## src/rtl/armleocpu_tlb_walker_pkg.sv

```systemverilog
// rtl/armleocpu_tlb_walker_pkg.sv - shared walker states, TLB command codes and PTE bit positions
package armleocpu_tlb_walker_pkg;

  typedef enum logic [2:0] {
    ST_INIT      = 3'd0,
    ST_IDLE      = 3'd1,
    ST_LOOKUP    = 3'd2,
    ST_WALK_REQ  = 3'd3,
    ST_WALK_WAIT = 3'd4,
    ST_REFILL    = 3'd5
  } walker_state_t;

  localparam logic [1:0] TLB_CMD_NONE           = 2'd0;
  localparam logic [1:0] TLB_CMD_RESOLVE        = 2'd1;
  localparam logic [1:0] TLB_CMD_NEW_ENTRY      = 2'd2;
  localparam logic [1:0] TLB_CMD_INVALIDATE_ALL = 2'd3;

  localparam int PTE_V = 0;
  localparam int PTE_R = 1;
  localparam int PTE_W = 2;
  localparam int PTE_X = 3;

endpackage

```

## src/rtl/armleocpu_pte_decode.sv

```systemverilog
// rtl/armleocpu_pte_decode.sv - combinational Sv32 PTE classification for one walk level
module armleocpu_pte_decode
  import armleocpu_tlb_walker_pkg::*;
(
  input  logic [31:0] pte_i,
  input  logic        level_i,
  input  logic [19:0] vpn_i,
  output logic        fault_o,
  output logic        leaf_o,
  output logic [21:0] next_base_o,
  output logic [21:0] ptag_o,
  output logic [7:0]  metadata_o
);

  // RSW bits carry no meaning for translation.
  logic unused_rsw;
  assign unused_rsw = ^pte_i[9:8];

  always_comb begin
    leaf_o      = pte_i[PTE_R] | pte_i[PTE_X];
    next_base_o = pte_i[31:10];
    metadata_o  = pte_i[7:0];
    // A megapage keeps the low VPN bits as the low part of the physical page.
    ptag_o      = level_i ? {pte_i[31:20], vpn_i[9:0]} : pte_i[31:10];
    fault_o     = !pte_i[PTE_V]
               || (!pte_i[PTE_R] && pte_i[PTE_W])
               || (leaf_o && level_i && (pte_i[19:10] != '0))
               || (!leaf_o && !level_i);
  end

endmodule

```

## src/rtl/armleocpu_tlb_walker.sv

```systemverilog
// rtl/armleocpu_tlb_walker.sv - sequences one TLB for a single requester and walks Sv32 tables on miss
module armleocpu_tlb_walker
  import armleocpu_tlb_walker_pkg::*;
(
  input  logic        clk,
  input  logic        rst,
  input  logic        req_valid,
  output logic        req_ready,
  input  logic [19:0] req_vpn,
  input  logic [21:0] satp_ppn,
  output logic        rsp_valid,
  output logic        rsp_pagefault,
  output logic        rsp_accessfault,
  output logic [7:0]  rsp_metadata,
  output logic [21:0] rsp_ptag,
  input  logic        flush_valid,
  output logic        flush_ready,
  output logic        mem_req_valid,
  input  logic        mem_req_ready,
  output logic [33:0] mem_req_addr,
  input  logic        mem_rsp_valid,
  input  logic [31:0] mem_rsp_data,
  input  logic        mem_rsp_error,
  output logic [1:0]  tlb_cmd,
  output logic [19:0] tlb_vaddr,
  input  logic        tlb_hit,
  input  logic [7:0]  tlb_metadata,
  input  logic [21:0] tlb_ptag,
  output logic [7:0]  tlb_new_metadata,
  output logic [21:0] tlb_new_ptag
);

  walker_state_t state_q, state_d;
  logic [19:0]   vpn_q, vpn_d;
  logic [21:0]   base_q, base_d;
  logic          level_q, level_d;
  logic [7:0]    meta_q, meta_d;
  logic [21:0]   ptag_q, ptag_d;

  logic          dec_fault;
  logic          dec_leaf;
  logic [21:0]   dec_next_base;
  logic [21:0]   dec_ptag;
  logic [7:0]    dec_metadata;

  armleocpu_pte_decode u_pte_decode (
    .pte_i       (mem_rsp_data),
    .level_i     (level_q),
    .vpn_i       (vpn_q),
    .fault_o     (dec_fault),
    .leaf_o      (dec_leaf),
    .next_base_o (dec_next_base),
    .ptag_o      (dec_ptag),
    .metadata_o  (dec_metadata)
  );

  always_ff @(posedge clk or posedge rst) begin
    if (rst) begin
      state_q <= ST_INIT;
      vpn_q   <= '0;
      base_q  <= '0;
      level_q <= 1'b0;
      meta_q  <= '0;
      ptag_q  <= '0;
    end else begin
      state_q <= state_d;
      vpn_q   <= vpn_d;
      base_q  <= base_d;
      level_q <= level_d;
      meta_q  <= meta_d;
      ptag_q  <= ptag_d;
    end
  end

  always_comb begin
    state_d          = state_q;
    vpn_d            = vpn_q;
    base_d           = base_q;
    level_d          = level_q;
    meta_d           = meta_q;
    ptag_d           = ptag_q;
    req_ready        = 1'b0;
    flush_ready      = 1'b0;
    rsp_valid        = 1'b0;
    rsp_pagefault    = 1'b0;
    rsp_accessfault  = 1'b0;
    rsp_metadata     = '0;
    rsp_ptag         = '0;
    mem_req_valid    = 1'b0;
    mem_req_addr     = {base_q, (level_q ? vpn_q[19:10] : vpn_q[9:0]), 2'b00};
    tlb_cmd          = TLB_CMD_NONE;
    tlb_vaddr        = vpn_q;
    tlb_new_metadata = meta_q;
    tlb_new_ptag     = ptag_q;

    case (state_q)
      ST_INIT: begin
        tlb_cmd = TLB_CMD_INVALIDATE_ALL;
        state_d = ST_IDLE;
      end
      ST_IDLE: begin
        // Flush wins so an invalidate is never starved by a busy requester.
        if (flush_valid) begin
          tlb_cmd     = TLB_CMD_INVALIDATE_ALL;
          flush_ready = 1'b1;
        end else begin
          req_ready = 1'b1;
          if (req_valid) begin
            tlb_cmd   = TLB_CMD_RESOLVE;
            tlb_vaddr = req_vpn;
            vpn_d     = req_vpn;
            base_d    = satp_ppn;
            state_d   = ST_LOOKUP;
          end
        end
      end
      ST_LOOKUP: begin
        if (tlb_hit) begin
          rsp_valid    = 1'b1;
          rsp_metadata = tlb_metadata;
          rsp_ptag     = tlb_ptag;
          state_d      = ST_IDLE;
        end else begin
          level_d = 1'b1;
          state_d = ST_WALK_REQ;
        end
      end
      ST_WALK_REQ: begin
        mem_req_valid = 1'b1;
        if (mem_req_ready) begin
          state_d = ST_WALK_WAIT;
        end
      end
      ST_WALK_WAIT: begin
        if (mem_rsp_valid) begin
          if (mem_rsp_error) begin
            rsp_valid       = 1'b1;
            rsp_accessfault = 1'b1;
            state_d         = ST_IDLE;
          end else if (dec_fault) begin
            rsp_valid     = 1'b1;
            rsp_pagefault = 1'b1;
            state_d       = ST_IDLE;
          end else if (dec_leaf) begin
            meta_d  = dec_metadata;
            ptag_d  = dec_ptag;
            state_d = ST_REFILL;
          end else begin
            base_d  = dec_next_base;
            level_d = 1'b0;
            state_d = ST_WALK_REQ;
          end
        end
      end
      ST_REFILL: begin
        tlb_cmd      = TLB_CMD_NEW_ENTRY;
        rsp_valid    = 1'b1;
        rsp_metadata = meta_q;
        rsp_ptag     = ptag_q;
        state_d      = ST_IDLE;
      end
      default: begin
        state_d = ST_INIT;
      end
    endcase
  end

endmodule

```

## config.mk

```make
export PLATFORM = sky130hd
export DESIGN_NAME = armleocpu_tlb_walker
export DESIGN_NICKNAME = d
export VERILOG_FILES = /design/src/rtl/armleocpu_tlb_walker_pkg.sv /design/src/rtl/armleocpu_pte_decode.sv /design/src/rtl/armleocpu_tlb_walker.sv
export SDC_FILE = /design/constraint.sdc
export NUM_CORES = 1
export LEC_CHECK = 0
export ABC_AREA = 1
export CORE_MARGIN = 3
export CORE_UTILIZATION = 39
export CTS_CLUSTER_SIZE = 40
export DETAILED_ROUTE_END_ITERATION = 8
export PLACE_DENSITY = 0.8
export SYNTH_ARGS = -nofsm -noshare
export SYNTH_HDL_FRONTEND = slang
export SYNTH_SLANG_ARGS = --single-unit
```

## constraint.sdc

```tcl
create_clock -name clk -period 2.38 [get_ports clk]
set_input_delay 0.238 -clock clk [delete_from_list [all_inputs] [get_ports clk]]
set_output_delay 0.238 -clock clk [all_outputs]
set_load 0.02 [all_outputs]
```

==> results_tabular.tex <==
\begin{tabular}{lr}
\hline
Metric & Value \\
\hline
\multicolumn{2}{l}{\textbf{Timing}} \\
\quad Final min period & 2.26 ns \\
\quad Slew at the pin closest to its max-slew limit & 0.720 ns \\
\quad Relative slew slack & 51.9\% \\
\quad Number of endpoints failing setup at the final stage & 0 \\
\quad Max-slew violation total from the final report & 0 \\
\quad Worst clock skew & 0.00650 ns \\
\quad Total Neg Setup Slack & 0 ns \\
\quad Final Hold Violating Endpoints & 0 \\
\quad Share of the clock period used by the worst path after layout & 95.0\% \\
\quad Achievable clock frequency & 0.442 GHz \\
\quad RSZ-0062 raised after global routing & false \\
\multicolumn{2}{l}{\textbf{Synthesis}} \\
\quad Area of the mapped netlist & 0.00423 mm2 \\
\quad Number of flip-flops and latches in the synthesized netlist & 76 \\
\quad Biggest area contributors in the synthesized netlist & sky130\_fd\_sc\_hd\_\_dfrtp\_1 (45\%), sky130\_fd\_sc\_hd\_\_nand2\_1 (17\%), sky130\_fd\_sc\_hd\_\_o21ai\_0 (7.8\%), sky130\_fd\_sc\_hd\_\_nand3\_1 (6.9\%), sky130\_fd\_sc\_hd\_\_inv\_1 (5.7\%) \\
\quad Commonest register cell after synthesis & sky130\_fd\_sc\_hd\_\_dfrtp\_1 \\
\quad Post-synthesis async set-or-reset flop share & 100\% \\
\quad Count of mapped cells out of synthesis & 582 \\
\quad Mean cell area of the mapped netlist & 7.27 um2 \\
\quad Unique cell type count in the Yosys netlist & 23 \\
\quad Number of warnings printed during yosys synthesis & 0 \\
\quad Share of the synthesized area in the top cell type & 45.0\% \\
\quad Cell accounting for the most synthesized area & sky130\_fd\_sc\_hd\_\_dfrtp\_1 \\
\quad Sequential-to-total area share from yosys stat & 45.0\% \\
\quad Count of flip-flops with a built-in enable after synthesis & 0 \\
\multicolumn{2}{l}{\textbf{Min path}} \\
\quad HP Class & input port to asynchronous set/reset pin \\
\multicolumn{2}{l}{\textbf{Cells and area}} \\
\quad Antenna diodes & 0 \\
\quad Synthesis-to-layout area growth & 62.3\% \\
\quad Post-route core utilization & 65.9\% \\
\quad Number of nets in the finished design & 918 \\
\quad Fraction of layout cells with a size suffix above 1 & 7.65\% \\
\multicolumn{2}{l}{\textbf{Routing}} \\
\quad Drt total wl & 15700 um \\
\quad First-pass DRT Iterations & 6 \\
\quad Post-route antenna net violation count & 0 \\
\quad DR iter-0 viols & 350 \\
\quad Vias/cell & 5.04 \\
\quad Total vias in the final route & 4767 \\
\quad Average routed wire per standard cell & 16.5 um \\
\quad Count of unresolved DRC violations after routing & 0 \\
\multicolumn{2}{l}{\textbf{CTS}} \\
\quad Latest clock arrival within the worst-skew pair & 0.35 ns \\
\quad Number of buffers on the longest clock path & 2 \\
\quad CTS sink count & 76 \\
\quad Cts bufs inserted & 9 \\
\quad Clock edge transition at the registers on the reported setup and hold paths & 0.08 ns \\
\quad CTS tree & built \\
\quad Quantity of hold-fixing buffers added after cts & 0 \\
\quad CTS HTree Levels & 3 \\
\quad Root Driver & sky130\_fd\_sc\_hd\_\_clkbuf\_8 \\
\multicolumn{2}{l}{\textbf{Pwr}} \\
\quad P per Cell Area & 1110 mW/mm2 \\
\quad Share of power burned in registers & 27.5\% \\
\quad P\_int & 0.00421 W \\
\quad Reported leakage power & 3.39 nW \\
\quad Power share of the clock group & 13.4\% \\
\quad Maximum VDD drop & 688 uV \\
\quad Combinational share of power & 59.1\% \\
\quad Sw frac & 44.8\% \\
\quad Switching component of the power & 0.00341 W \\
\multicolumn{2}{l}{\textbf{Setup path}} \\
\quad Depth of the most critical reg-to-reg path & 9 \\
\quad Worst-path maximum fanout & 41 \\
\quad Setup crit start kind & flip-flop \\
\quad Arrival time at the worst endpoint & 2.02 ns \\
\quad Crit end category & primary output \\
\quad Required @ worst endpoint & 2.14 ns \\
\quad Critical register-to-register path endpoint & base\_q[3] \\
\quad Critical Setup Path Class & flip-flop to primary output \\
\quad Launch point of the worst reg-to-reg path & state\_q[2] \\
\quad FF-to-FF setup slack & 0.44 ns \\
\multicolumn{2}{l}{\textbf{Floorplan}} \\
\quad Standard-cell row count & 37 \\
\quad Die Footprint & 0.0121 mm2 \\
\quad Initial core utilization & 40.6\% \\
\quad Vertical extent of the die & 110 um \\
\quad Core outline area & 0.0104 mm2 \\
\quad Width of the die & 110 um \\
\quad I/O pins & 234 \\
\multicolumn{2}{l}{\textbf{GRT}} \\
\quad Total Routing Usage GR & 25.6\% \\
\quad Number of antenna violations at the first check in global routing & 0 \\
\quad Largest net degree at the start of global routing & 42 \\
\quad Global-route wire length before repair & 23500 um \\
\quad Total global routing overflow & 0 \\
\quad Number of global-route vias before repair & 4644 \\
\multicolumn{2}{l}{\textbf{Placed design}} \\
\quad Placed wire-length estimate & 11900 um \\
\quad IO Port Bufs & 229 \\
\quad Placer Congestion & 0.950 \\
\multicolumn{2}{l}{\textbf{Job}} \\
\quad Max-capacitance violation count & 0 \\
\multicolumn{2}{l}{\textbf{Run status}} \\
\quad Outcome & complete, no violations \\
\hline
\end{tabular}
[sequential cells by signal, indices dropped and copies added (netlist names)]
name / count
tlb_new_metadata: 8
level_q: 1
base_q: 22
vpn_q: 20
state_q: 3
tlb_new_ptag: 22
[worst max-delay path, cell delays in order, from the launching register on]
cell and delay, ns:
sky130_fd_sc_hd__dfrtp_1 0.41, sky130_fd_sc_hd__buf_4 0.25, sky130_fd_sc_hd__o21ai_0 0.32, sky130_fd_sc_hd__clkdlybuf4s50_1 0.68
[area by class of cell]
type / instances / area (um2)
Tap cell: 136 / 170
Multi-Input combinational cell: 403 / 1920
Sequential cell: 76 / 1900
Fill cell: 911 / 3550
Clock buffer: 12 / 155
Inverter: 66 / 249
Clock inverter: 3 / 46.3
Timing Repair Buffer: 250 / 2430
[cell usage after synthesis, types with 2 or more instances]
cell	count
sky130_fd_sc_hd__nor2_2	3
sky130_fd_sc_hd__o21bai_1	30
sky130_fd_sc_hd__buf_4	5
sky130_fd_sc_hd__nand2_1	188
sky130_fd_sc_hd__inv_1	64
sky130_fd_sc_hd__a21oi_1	11
sky130_fd_sc_hd__nor2_1	26
sky130_fd_sc_hd__nor3_1	3
sky130_fd_sc_hd__buf_2	6
sky130_fd_sc_hd__dfrtp_1	76
sky130_fd_sc_hd__inv_2	2
sky130_fd_sc_hd__mux2_2	10
sky130_fd_sc_hd__clkbuf_1	25
sky130_fd_sc_hd__o21ai_0	66
sky130_fd_sc_hd__nand3_1	58
sky130_fd_sc_hd__nand4_1	2
[repair_timing]
action	in CTS	in global routing
resized for setup	52	28
endpoints found under the hold margin	0	0
endpoints found under the setup margin	50	25
cloned	0	0
pin swaps	0	0
buffers inserted	0	0
[worst max path at each step]
stage / cells past startpoint / slack (ns) / endpoint / startpoint
5_1_grt: 8 / 0.0009 / rsp_ptag[1] / state_q[1]
2_1_floorplan: 1 / 0.20 / base_q[0] / rst
3_5_place_dp: 7 / -0.01 / tlb_vaddr[6] / req_valid
6_report: 3 / 0.12 / mem_req_addr[8] / level_q
3_3_place_gp: 7 / -0.004 / tlb_vaddr[6] / req_valid
4_1_cts: 6 / -0.002 / rsp_valid / state_q[0]
[power groups by stage]
stage	clock network [W]	registers [W]	logic, W
2_1_floorplan	0	0.00244	0.00215
3_3_place_gp	0	0.00209	0.00468
3_5_place_dp	0	0.00211	0.00476
4_1_cts	0.00103	0.00209	0.00453
5_1_grt	0.00110	0.00216	0.00491
6_report	0.00102	0.00210	0.00450
[per-stage QoR]
step | instances | cell area, um2 | worst slack [ns] | total power (W) | hold slack (ns)
3_5_place_dp | 931 | 6720 | -0.0107 | 0.00686 | 0.457
6_report | 946 | 6870 | 0.118 | 0.00762 | 0.298
3_3_place_gp | 931 | 6720 | -0.00436 | 0.00677 | 0.455
5_1_grt | 946 | 6870 | 0.000884 | 0.00816 | 0.337
4_1_cts | 946 | 6860 | -0.00231 | 0.00766 | 0.312
2_1_floorplan | 583 | 4230 | 0.204 | 0.00458 | 0.346
[logic make-up (layout without fill, tap and decap cells)]
group,Yosys count,after routing,synth area share (%)
other,1,2,0.0886
AND/OR/NAND/NOR,282,282,27.5
multiplexers,10,10,2.66
buffers and inverters,104,331,10.0
AO/OA/AOI/OAI,109,109,14.8
flip-flops,76,76,45.0
[cell usage in the layout, fill, tap and decap left out, types with 2 or more instances in the layout]
cell type                         synthesis  routed
sky130_fd_sc_hd__o21bai_1                30      30
sky130_fd_sc_hd__nand4_1                  2       2
sky130_fd_sc_hd__a21oi_1                 11      11
sky130_fd_sc_hd__dlygate4sd2_1            0      34
sky130_fd_sc_hd__nand2_1                188     188
sky130_fd_sc_hd__clkdlybuf4s50_1          0     175
sky130_fd_sc_hd__clkbuf_8                 0      11
sky130_fd_sc_hd__clkbuf_2                 0       4
sky130_fd_sc_hd__inv_1                   64      63
sky130_fd_sc_hd__buf_12                   0       3
sky130_fd_sc_hd__o21ai_0                 66      66
sky130_fd_sc_hd__nor2_1                  26      25
sky130_fd_sc_hd__nor3_1                   3       2
sky130_fd_sc_hd__inv_2                    2       2
sky130_fd_sc_hd__mux2_2                  10      10
sky130_fd_sc_hd__buf_4                    5      19
sky130_fd_sc_hd__dlymetal6s2s_1           0       3
sky130_fd_sc_hd__nor2_2                   3       4
sky130_fd_sc_hd__nand3_1                 58      58
sky130_fd_sc_hd__dfrtp_1                 76      75
sky130_fd_sc_hd__conb_1                   1       2
sky130_fd_sc_hd__clkdlybuf4s15_1          0      11
[layer usage]
layer  GRT usage [%]  share of wire [%]  vias to the layer above
met2            45.9                 49                      250
li1                -                  -                     2281
met1            27.7                 37                     2209
met5               0                  0                        -
met3            8.50                 12                       27
met4            9.94                2.5                        0
No activity file was read; power rests on OpenSTA's default activity.
==> patch 1: new RTL, config.mk and constraints unchanged <==
Register the output `rsp_pagefault`, without a reset; this adds one clock of latency there. The other outputs are not delayed to match.
--- a/src/rtl/armleocpu_tlb_walker.sv
+++ b/src/rtl/armleocpu_tlb_walker.sv
@@ -29,6 +29,8 @@
   output logic [7:0]  tlb_new_metadata,
   output logic [21:0] tlb_new_ptag
 );
+
+  logic rsp_pagefault_d;
 
   walker_state_t state_q, state_d;
   logic [19:0]   vpn_q, vpn_d;
@@ -82,7 +84,7 @@
     req_ready        = 1'b0;
     flush_ready      = 1'b0;
     rsp_valid        = 1'b0;
-    rsp_pagefault    = 1'b0;
+    rsp_pagefault_d  = 1'b0;
     rsp_accessfault  = 1'b0;
     rsp_metadata     = '0;
     rsp_ptag         = '0;
@@ -139,7 +141,7 @@
             state_d         = ST_IDLE;
           end else if (dec_fault) begin
             rsp_valid     = 1'b1;
-            rsp_pagefault = 1'b1;
+            rsp_pagefault_d = 1'b1;
             state_d       = ST_IDLE;
           end else if (dec_leaf) begin
             meta_d  = dec_metadata;
@@ -165,5 +167,9 @@
     endcase
   end
 
+  always_ff @(posedge clk) begin
+    rsp_pagefault <= rsp_pagefault_d;
+  end
+
 endmodule
 
Behaviour: no difference found for any inputs over 4 cycles, from zero or initial values and one cycle with rst high; that may be too few to reach the edited logic, so the function may still have changed.
==> patch 1 against the original RTL <==
Sequential cell count increased by 1. Largest cell class unchanged. Total power increased by 8.0%. Cell area grew 2.3%. Non-clock buffer count up 7. Area after synthesis increased by 2.9%. Wire length fell by 0.59%. Sequential share of layout area decreased by 0.31 points. Setup slack better by 0.00088 ns.
==> patch 1: results (changes against the original RTL) <==
Pwr
  – Net Sw Frac: 0.455 (+0.00774)
  – Max VDD drop: 0.000861 V (+25%)
  – Logic pwr share: 0.602 (+0.011)
  – Pleak: 3.92 nW (+16%)

Clocking
  – CTS resizes: 44 (-15%)

Route
  – DR WL met2: 7700 µm (+0.13%)
  – Drt first pass iters: 8 (+2)
  – Met3 routed WL: 1350 µm (-26%)
  – DR iter-0 viols: 304 (-13%)
  – Drt total wl: 15600 µm (-0.59%)
  – Routed vias/inst: 5.13 (+1.7%)

Global route
  – Vias in the first global route: 4856 (+4.6%)
  – GRT met2 Usage: 0.425 (-0.0340)
  – GRT Overall Usage: 0.249 (-0.00715)
  – Met3 global-route usage: 0.0750 (-0.0100)

Final layout
  – Fraction of standard cell area in multi-input logic: 0.296 (+0.0173)
  – Fillers: 908 (-0.33%)
  – FF/Latch Area: 0.00193 mm² (+1.2%)
  – Fin nets: 923 (+0.54%)
  – Final sequential cell count: 77 (+1.3%)
  – Buffering overhead: 0.357 (+0.00298)
  – Share of layout cells above drive strength 1: 0.114 (+0.0376)
  – Clkbuf count: 10 (-2)
  – #MultiIn Comb: 432 (+7.2%)
  – Inverters: 34 (-48%)
  – Final Util: 0.663 (+0.00359)
  – Clock network share of area: 0.0303 (+0.000934)
  – Non-clock buffers: 257 (+2.8%)

Place
  – DPL Wire Length: 12500 µm (+4.9%)
  – Placed Cells: 934 (+0.32%)
  – Post-DP Area: 0.00682 mm² (+1.5%)

STA
  – Worst-Margin Slew: 0.683 ns (-0.0369 ns)
  – Layout Skew: 0.00821 ns (+0.00171 ns)

Logic synthesis
  – Synth unique cells: 32 (+39%)
  – Dominant cells by area after synthesis: dfrtp_1 44%, nand2_1 19%, nand3_1 10%, nand4_1 4.3%, o21ai_0 3.9%
  – Syn_area_per_cell: 7.39 µm² (+1.6%)
  – Synth async-reset ratio: 0.987 (-0.0130)
  – Post-synth top cells: 215 x nand2_1, 90 x nand3_1, 76 x dfrtp_1
  – Seq/Total Area, Yosys: 0.442 (-0.00794)

Outcome
  – Status: finished clean
patch 1: worst paths after layout:
path / end / slack, ns / cells after the start
worst max register to register: tlb_new_metadata[5] / 0.29 / 7
max in group asynchronous: state_q[1] / 1.38 / 3
worst min register to register: base_q[18] / 0.48 / 2
worst max-delay path: mem_req_addr[10] / 0.12 / 3
worst min-delay path: base_q[21] / 0.27 / 2
min in group clk: base_q[18] / 0.48 / 2
patch 1: through the flow:
stage	power, mW	setup WS (ns)
6_report	8.23	0.119
5_1_grt	8.80	0.0203
4_1_cts	8.31	-0.0135
3_5_place_dp	7.29	0.0626
3_3_place_gp	7.18	0.0937
2_1_floorplan	5.00	0.204
patch 1: logic make-up (layout without fill, tap and decap cells):
logic type	Yosys count	count (layout)	share of synthesized area
muxes	10	10	0.0336
and+or+nand+nor	369	369	0.375
AOI/OAI and AO/OA	51	51	0.0627
buffers and inverters	81	306	0.0865
DFF	77	77	0.442
other	1	2	0.000862
==> patch 2: new RTL, same settings <==
Made on the original files. Reset style: synchronous (`rst`), changed in one clocked block.
--- a/src/rtl/armleocpu_tlb_walker.sv
+++ b/src/rtl/armleocpu_tlb_walker.sv
@@ -54,7 +54,7 @@
     .metadata_o  (dec_metadata)
   );
 
-  always_ff @(posedge clk or posedge rst) begin
+  always_ff @(posedge clk) begin
     if (rst) begin
       state_q <= ST_INIT;
       vpn_q   <= '0;
Behaviour: differs if rst is asserted again (counterexample within 4 cycles, from zero or initial values and one cycle with rst high); with rst held inactive, the same outputs for 4 cycles.
==> patch 2 against the original RTL <==
Cell area grew 2.9%. Sequential share of layout area shrank 6.1 points. Setup slack worse by 0.075 ns. Area after synthesis grew 3.3%. Sequential cell count stayed put. Wire length shrank 1.9%. Critical endpoint is now rsp_pagefault.
Power is not compared: it rests on default switching activity, and its combinational part moved more than twofold at a synthesized area within 25%.
==> patch 2: results (changes against the original RTL) <==
Place
  – Dpl ws: -0.143 ns (-0.132 ns)
  – DPL Wire Length: 11800 µm (-0.78%)
  – GPL Wtd Cong: 0.855 (-10%)
  – I/O Buffers: 229 (unchanged)

Pwr
  – Internal Power: 2.62 mW
  – Clock-net power: 0.966 mW
  – Pleak: 3.60 nW
  – Power Sequential: 1.49 mW
  – Max VDD drop: 0.000319 V

Critical path
  – Slowest cell on crit path: clkdlybuf4s50_1
  – Crit-path max FO: 4 (-90%)
  – Worst r2r dst: tlb_new_ptag[18]
  – Worst Path Arrival: 2.10 ns (+0.08 ns)
  – Cell family with most CP delay: buffers and inverters
  – CP endpoint: rsp_pagefault
  – Worst reg-to-reg path cell count: 10 (+1)
  – RR Startpoint: state_q[1]
  – Max incr delay on CP: 0.64 ns (-0.04 ns)
  – Crit path from: mem_rsp_data[1]
  – Worst reg2reg setup slack: 0.59 ns (+0.15 ns)

Clocking
  – Clock root cell: clkbuf_8
  – CTS Buf Count: 9 (unchanged)
  – CTS H-tree depth: 3 (unchanged)
  – CTS resizes: 35 (-33%)
  – Clock slew at reported path FFs: 0.08 ns (about the same)
  – Post-CTS Setup Bufs: 0 (unchanged)
  – Worst-Skew Late Latency: 0.34 ns
  – Clk buf depth: 2 (unchanged)

Min path
  – HP Start: base_q[5]
  – Hold Path Depth: 2
  – Hold EP: base_q[5]
  – Hold WC Path Type: reg -> reg

Global route
  – First-pass GRT wire length: 24000 µm (+2.3%)
  – GRT Overall Usage: 0.239 (-0.0171)
  – Initial antenna violation count: 0 (unchanged)
  – Total grt overflow: 0 (unchanged)
  – Vias in the first global route: 4755 (+2.4%)
  – Largest net degree at the start of global routing: 52 (+24%)

STA
  – Final number of setup-violating endpoints: 0 (unchanged)
  – Slew HR: 0.641 (+0.122)
  – F_max: 428 MHz (-3.2%)
  – Layout Skew: 0.0101 ns (+0.00358 ns)

Logic synthesis
  – Synth async-reset ratio: 0 (-1.00)
  – Post-synth top cells: 156 x nand2_1, 118 x nor2_1, 109 x inv_1
  – Top FF cell, synth: dfxtp_1
  – Dominant cells by area after synthesis: dfxtp_1 35%, nand2_1 13%, o21ai_0 11%, nor2_1 10%, inv_1 9.4%
  – Yosys warnings: 0 (unchanged)
  – Top-count cell post-synth: nand2_1
  – Seq/Total Area, Yosys: 0.348 (-0.101)
  – Synth unique cells: 24 (+4.3%)

Outcome
  – Status: finished clean

Final layout
  – Fin nets: 1046 (+14%)
  – Ant diodes: 0 (unchanged)
  – Share of layout cells above drive strength 1: 0.0640 (-0.0126)

Route
  – Drt first pass iters: 5 (-1)
  – DR iter-0 viols: 356 (+1.7%)
  – DRC Markers: 0 (unchanged)
  – Routed vias/inst: 4.75 (-5.8%)
  – Drt total wl: 15400 µm (-1.9%)
  – Routed Antenna Nets: 0 (unchanged)
[patch 2: changes by cell type after synthesis, moves of 3 or more]
| cell | delta |
|---|---|
| buf_6 | +8 |
| a21oi_1 | +18 |
| nor2_1 | +92 |
| buf_4 | -3 |
| inv_1 | +45 |
| o21bai_1 | -19 |
| nand3b_1 | +22 |
| dfxtp_1 | +76 |
| dfrtp_1 | -76 |
| nand2_1 | -32 |
| mux2_2 | -10 |
| o21ai_0 | +28 |
| clkbuf_1 | +4 |
| nand3_1 | -21 |
[patch 2: layout make-up]
class / count / area [µm²]
inverters: 114 / 428
flip-flops and latches: 76 / 1530
fillers: 1009 / 3820
multi-input cells: 479 / 2190
clock inverters: 6 / 63.8
well taps: 140 / 175
clock buffers: 9 / 124
repair buffers: 254 / 2560
[patch 2: kinds of logic after synthesis]
| logic type | share of synthesized area |
|---|---|
| compound gates | 0.166 |
| simple gates | 0.326 |
| buf+inv | 0.159 |
| flops | 0.348 |
| other cells | 0.000859 |
[patch 2: per-stage QoR]
| step | total power [mW] | area, µm² | setup TNS, ns | hold slack, ns | instances |
|---|---|---|---|---|---|
| 2_1_floorplan | 2.38 | 4370 | 0 | 0.431 | 718 |
| 4_1_cts | 4.06 | 6980 | 0 | 0.482 | 1078 |
| 3_3_place_gp | 3.10 | 6810 | -0.997 | 0.461 | 1063 |
| 3_5_place_dp | 3.12 | 6810 | -1.55 | 0.470 | 1063 |
| 5_1_grt | 4.29 | 7070 | 0 | 0.512 | 1078 |
| 6_report | 4.03 | 7070 | 0 | 0.490 | 1078 |
[patch 2: routing by layer]
layer | global-route usage | vias up | wire length (µm)
met5 | 0 | - | 0
met4 | 0.0487 | 0 | 98
met3 | 0.0799 | 9 | 1480
met2 | 0.428 | 195 | 7650
met1 | 0.276 | 2272 | 6130
li1 | - | 2642 | -
